File: config.mk
export PLATFORM = sky130hd
export DESIGN_NAME = fetch_ctrl
export DESIGN_NICKNAME = d
export VERILOG_FILES = /design/src/rtl/fetch_pkg.sv /design/src/rtl/fetch_pc_reg.sv /design/src/rtl/fetch_ctrl.sv
export SDC_FILE = /design/constraint.sdc
export NUM_CORES = 1
export LEC_CHECK = 0
export ABC_AREA = 1
export ABC_CLOCK_PERIOD_IN_PS = 2900
export BUFFER_PORTS_ARGS = -buffer_cell sky130_fd_sc_hd__buf_2
export CAP_MARGIN = 40
export CORE_ASPECT_RATIO = 0.8
export CORE_MARGIN = 10
export CORE_UTILIZATION = 40
export DETAILED_ROUTE_END_ITERATION = 8
export PLACE_DENSITY_LB_ADDON = 0.3
export SETUP_SLACK_MARGIN = 0.1
export SYNTH_ARGS = -nofsm -noshare
export SYNTH_HDL_FRONTEND = slang
export SYNTH_SLANG_ARGS = --single-unit
File: constraint.sdc
create_clock -name clk -period 2.9 [get_ports clk]
set_input_delay 0.435 -clock clk [delete_from_list [all_inputs] [get_ports clk]]
set_output_delay 0.435 -clock clk [all_outputs]
set_load 0.01 [all_outputs]
File: src/rtl/fetch_pkg.sv
// Shared types and constants for the instruction-fetch sequencer.
package fetch_pkg;

  typedef enum logic [2:0] {
    BOOT = 3'd0,
    REQ  = 3'd1,
    WAIT = 3'd2,
    HOLD = 3'd3,
    DROP = 3'd4
  } fetch_state_t;

  localparam logic [31:0] INSTR_BYTES = 32'd4;
  localparam logic [31:0] NOP_INSTR   = 32'h0000_0013;

  // Redirect targets are always word aligned; the low two bits are dropped.
  function automatic logic [31:0] align_word(input logic [31:0] addr);
    return {addr[31:2], 2'b00};
  endfunction

endpackage

File: src/rtl/fetch_pc_reg.sv
// Program counter register: redirect load has priority over the +4 increment.
module fetch_pc_reg
  import fetch_pkg::*;
#(
  parameter logic [31:0] RESET_PC = 32'h0000_0000
) (
  input  logic        clk,
  input  logic        rst,
  input  logic        load,
  input  logic [31:0] load_pc,
  input  logic        inc,
  output logic [31:0] pc
);

  logic [31:0] pc_r;

  // PC update: load wins over increment, increment wraps modulo 2^32.
  always_ff @(posedge clk or posedge rst) begin
    if (rst) begin
      pc_r <= RESET_PC;
    end else if (load) begin
      pc_r <= align_word(load_pc);
    end else if (inc) begin
      pc_r <= pc_r + INSTR_BYTES;
    end
  end

  assign pc = pc_r;

endmodule

File: src/rtl/fetch_ctrl.sv
// Fetch sequencer: owns the PC, runs the imem handshake and holds one
// PC-tagged instruction for decode, discarding responses made stale by redirects.
module fetch_ctrl
  import fetch_pkg::*;
#(
  parameter logic [31:0] RESET_PC = 32'h0000_0000
) (
  input  logic        clk,
  input  logic        rst,
  input  logic        stall,
  input  logic        redirect,
  input  logic [31:0] redirect_target,
  output logic        imem_req,
  output logic [31:0] imem_addr,
  input  logic        imem_ready,
  input  logic        imem_rvalid,
  input  logic [31:0] imem_rdata,
  output logic        instr_valid,
  output logic [31:0] instr,
  output logic [31:0] instr_pc,
  output logic        flush
);

  fetch_state_t state_r, state_s;
  logic [31:0]  pc_s;
  logic         redirect_s;
  logic         load_s;
  logic         valid_s;
  logic         instr_valid_r;
  logic [31:0]  instr_r;
  logic [31:0]  instr_pc_r;
  logic         flush_r;

  // Redirects are ignored during the boot cycle; a response is delivered only
  // when no redirect kills it in the same cycle.
  assign redirect_s = redirect && (state_r != BOOT);
  assign load_s     = (state_r == WAIT) && imem_rvalid && !redirect_s;

  fetch_pc_reg #(
    .RESET_PC(RESET_PC)
  ) u_pc (
    .clk     (clk),
    .rst     (rst),
    .load    (redirect_s),
    .load_pc (redirect_target),
    .inc     (load_s),
    .pc      (pc_s)
  );

  // Next-state decode; imem_req depends on registered state only.
  always_comb begin
    state_s  = state_r;
    imem_req = 1'b0;
    case (state_r)
      BOOT: begin
        state_s = REQ;
      end
      REQ: begin
        imem_req = 1'b1;
        if (redirect_s) begin
          state_s = imem_ready ? DROP : REQ;
        end else if (imem_ready) begin
          state_s = WAIT;
        end else begin
          state_s = REQ;
        end
      end
      WAIT: begin
        if (redirect_s) begin
          state_s = imem_rvalid ? REQ : DROP;
        end else if (imem_rvalid) begin
          state_s = stall ? HOLD : REQ;
        end else begin
          state_s = WAIT;
        end
      end
      HOLD: begin
        if (redirect_s || !stall) begin
          state_s = REQ;
        end else begin
          state_s = HOLD;
        end
      end
      DROP: begin
        // A redirect here only moves the PC; the stale response must still drain.
        if (imem_rvalid) begin
          state_s = REQ;
        end else begin
          state_s = DROP;
        end
      end
      default: begin
        state_s = BOOT;
      end
    endcase
  end

  // Output-register valid: kill on redirect, set on delivery, clear on consumption.
  always_comb begin
    valid_s = instr_valid_r;
    if (redirect_s) begin
      valid_s = 1'b0;
    end else if (load_s) begin
      valid_s = 1'b1;
    end else if (!stall) begin
      valid_s = 1'b0;
    end else begin
      valid_s = instr_valid_r;
    end
  end

  // State, instruction output register and flush pulse.
  always_ff @(posedge clk or posedge rst) begin
    if (rst) begin
      state_r       <= BOOT;
      instr_valid_r <= 1'b0;
      instr_r       <= NOP_INSTR;
      instr_pc_r    <= RESET_PC;
      flush_r       <= 1'b0;
    end else begin
      state_r       <= state_s;
      instr_valid_r <= valid_s;
      flush_r       <= redirect_s;
      if (load_s) begin
        instr_r    <= imem_rdata;
        instr_pc_r <= pc_s;
      end
    end
  end

  assign imem_addr   = pc_s;
  assign instr_valid = instr_valid_r;
  assign instr       = instr_r;
  assign instr_pc    = instr_pc_r;
  assign flush       = flush_r;

endmodule

==> summary.md <==
| Metric | Value |
|---|---|
| Core Rows | 35 |
| DRT antenna net count | 0 |
| Worst path bufs/invs | 2 |
| Worst path cell trace | nor2_2, nand2_2, nand2_4, nand2_4, inv_2, buf_12, nand2_1, o211ai_1 |
| Hold_buf cts | 0 |
| Dpl cells | around 900 |
| Initial antenna violation count | 2 |
| Fin. Hold Viols | 0 |
| Startpoint Class | flop |
| Most Frequent Cell on Critical Path | nand2_4 |
| Netlist cell types | 33 |
| Gr ovfl total | 0 |
| Sum of negative setup slack | 0 ns |
| Die area | about 17000 um2 |
| Initial DRT Pass Iterations | 5 |
| TritonCTS Buffers | 9 |
| WL final | around 15000 um |
| Most common cell in the netlist | nand2_1 |
| Port Buffers | between 150 and 200 |
| Slew @ Worst Pin | between 0.5 and 0.6 ns |
| Iteration-0 DRC Markers | around 270 |
| RSZ-0062 raised after global routing | false |
| Largest net degree at the start of global routing | 98 |
| Postcts setup bufs | 0 |
| GR Util met1 | 0.211 |
| Synth-to-layout area growth | 24.4% |
| Max incr delay on CP | between 0.4 and 0.5 ns |
| Max Cap Viol | 0 |
| HP Class | input pin to asynchronous set/reset pin |
| R2r startpoint | state_r[1] |
| Antenna diodes | 0 |
| Clock sinks | between 90 and 100 |
| Area contributors post-synth | dfrtp_1 48%, nand2_1 17%, nor2_1 4.8% |
| CP required | between 3 and 4 ns |
| Slew headroom | 0.618 |
| Share of the synthesized area in the top cell type | 0.484 |
| Final Cell Area | between 6000 and 7000 um2 |
| Flops & latches, synth | 97 |
| Fmax | ~510 MHz |
| Clk buf depth | 2 |
| Post-DP HPWL | 11100 um |
| Avg Cell Area, Syn | around 7.8 um2 |
| Max-slew violation count | 0 |
| Die Ht | roughly 120 um |
| Starting Density | 0.415 |
| Flop-to-flop setup slack | ~0.94 ns |
| Cell family contributing the most delay on the critical path | buffers and inverters |
| Htree depth | 3 |
| Worst Setup SP | state_r[1] |
| RePlAce Congestion | 0.881 |
| R2R depth | 8 |
| Final period utilization | 0.677 |
| Clock latency on the worst-skew pair | about 0.35 ns |
| Clk pin slew, worst setup/hold paths | 0.07 ns |
| Power Dens Cells | roughly 1000 nW/um2 |
| Worst Skew | around 0.0086 ns |
| Via/cell ratio | a little under 5 |
| Io pins | 169 |
| Placed cell area | ~5800 um2 |
| Main synth FF type | dfrtp_1 |
| Share of layout cells above drive strength 1 | 0.280 |
| NumNets Final | approximately 850 |
| Yosys warnings | 0 |
| Ys async rst share | 1.00 |
| Crit. path cell count | 8 |
| M2 GR Usage | 0.269 |
| Syn Std Cell Area | approximately 5000 um2 |
| Final setup viols | 0 |
| Post-synth EDFFs | 0 |
| DR DRC count | 0 |
| Routed wire per std cell | 15.9 um |
| First-pass GRT wire length | around 24000 um |
| CTS-repair resized insts | 0 |
| Gr usage total | 0.174 |
| Slowest cell on crit path | dfrtp_1 |
| Layout Cells excl Fill | roughly 930 |
| M3 GR Usage | 0.0836 |
| Worst path arrival time | around 2.2 ns |
| CTS tree | built |
| Worst IR Drop VDD | 0.473 mV |
| Setup CP Type | flop to flop |
| Leak | around 3.2 nW |
| Vias in the first global route | approximately 4700 |
| Critical Path Sink Type | flop |
| FF-to-FF End | u_pc.pc[3] |
| Busiest layer in global routing | met2 |
| Status | completed |
| Crit-path max FO | 41 |
| Fin crit period | 1.96 ns |
| Vias | 4585 |
| Gate Count Post-Synth | roughly 620 |
| Root buffer cell | clkbuf_16 |
| Worst setup margin | approximately 0.94 ns |
| Register area share after synthesis | 0.501 |
| Crit path capture | u_pc.pc[3] |
| DIE WIDTH | ~140 um |
| Most instantiated cells after synthesis | 222 x nand2_1, 94 x dfrtp_1, 62 x nor2_1 |
| Pre-CTS setup slack | a little over 0.9 ns |
| CORE AREA | 11700 um2 |
| Synth area leader | dfrtp_1 |
-- power by group --
| group | switching (mW) | leakage (nW) | internal [mW] |
|---|---|---|---|
| combinational | 1.60 | 1.90 | 0.974 |
| clock | 0.536 | 0.138 | 0.607 |
| sequential | 0.579 | 1.19 | 2.01 |
-- stage by stage --
stage	hold slack [ns]	power, mW	utilization
2_1_floorplan	0.472	4.03	-
3_3_place_gp	0.454	5.11	0.492
3_5_place_dp	0.460	5.21	0.492
4_1_cts	0.264	6.38	0.517
5_1_grt	0.270	6.82	0.517
6_report	0.201	6.30	0.517
-- cells in the final DEF (no fill, tap or decap), drive strengths merged --
master	instances
nand2	233
buf	166
dfrtp	94
nor2	77
inv	61
o21ai	40
nand3	39
nand4	10
clkbuf	10
o211ai	9
a21oi	8
xor2	6
nor3	5
clkinv	5
conb	4
nand3b	3
dfstp	3
clkinvlp	2
xnor2	2
o21bai	2
o22ai	1
o221ai	1
a21o	1
ha	1
-- worst reg2reg max path, delay by kind of cell, from the launching register on --
family | cells | cell delay, ns
simple gates | 5 | 0.66
compound gates | 1 | 0.08
buf+inv | 2 | 0.69
flops | 1 | 0.44
-- area by class of cell --
type / count / area (um2)
Fill cell: 1148 / 5650
Sequential cell: 97 / 2430
Multi-Input combinational cell: 442 / 2040
Timing Repair Buffer: 166 / 866
Clock buffer: 10 / 239
Inverter: 62 / 236
Tap cell: 148 / 185
Clock inverter: 6 / 43.8
-- sequential cells by signal (all words and copies together) (netlist names) --
| register | flops |
|---|---|
| state_r | 3 |
| flush | 1 |
| u_pc.pc | 30 |
| instr | 32 |
| instr_valid | 1 |
| instr_pc | 30 |
-- worst min path at each step --
stage / startpoint / to / cells past startpoint
6_report: rst / instr_pc[21] / 3
5_1_grt: imem_rdata[19] / instr[19] / 3
4_1_cts: rst / instr_pc[21] / 3
3_5_place_dp: instr[9] / instr[9] / 2
3_3_place_gp: instr[0] / instr[0] / 2
2_1_floorplan: instr[0] / instr[0] / 2
-- cells by family (layout without fill, tap and decap cells) --
group,Yosys count,count (layout),share of synthesized area
buf+inv,87,244,0.0819
flops,97,97,0.501
xor+xnor,8,8,0.0144
other cells,1,4,0.000772
fa+ha+maj,1,1,0.00258
compound gates,62,62,0.0711
simple gates,367,367,0.329
-- layer usage --
metal | vias up | part of all wire
li1 | 2248 | -
met1 | 2116 | 0.42
met2 | 196 | 0.45
met3 | 21 | 0.12
met4 | 4 | 0.015
met5 | - | 0.0016
(Power assumes the default switching activity.)
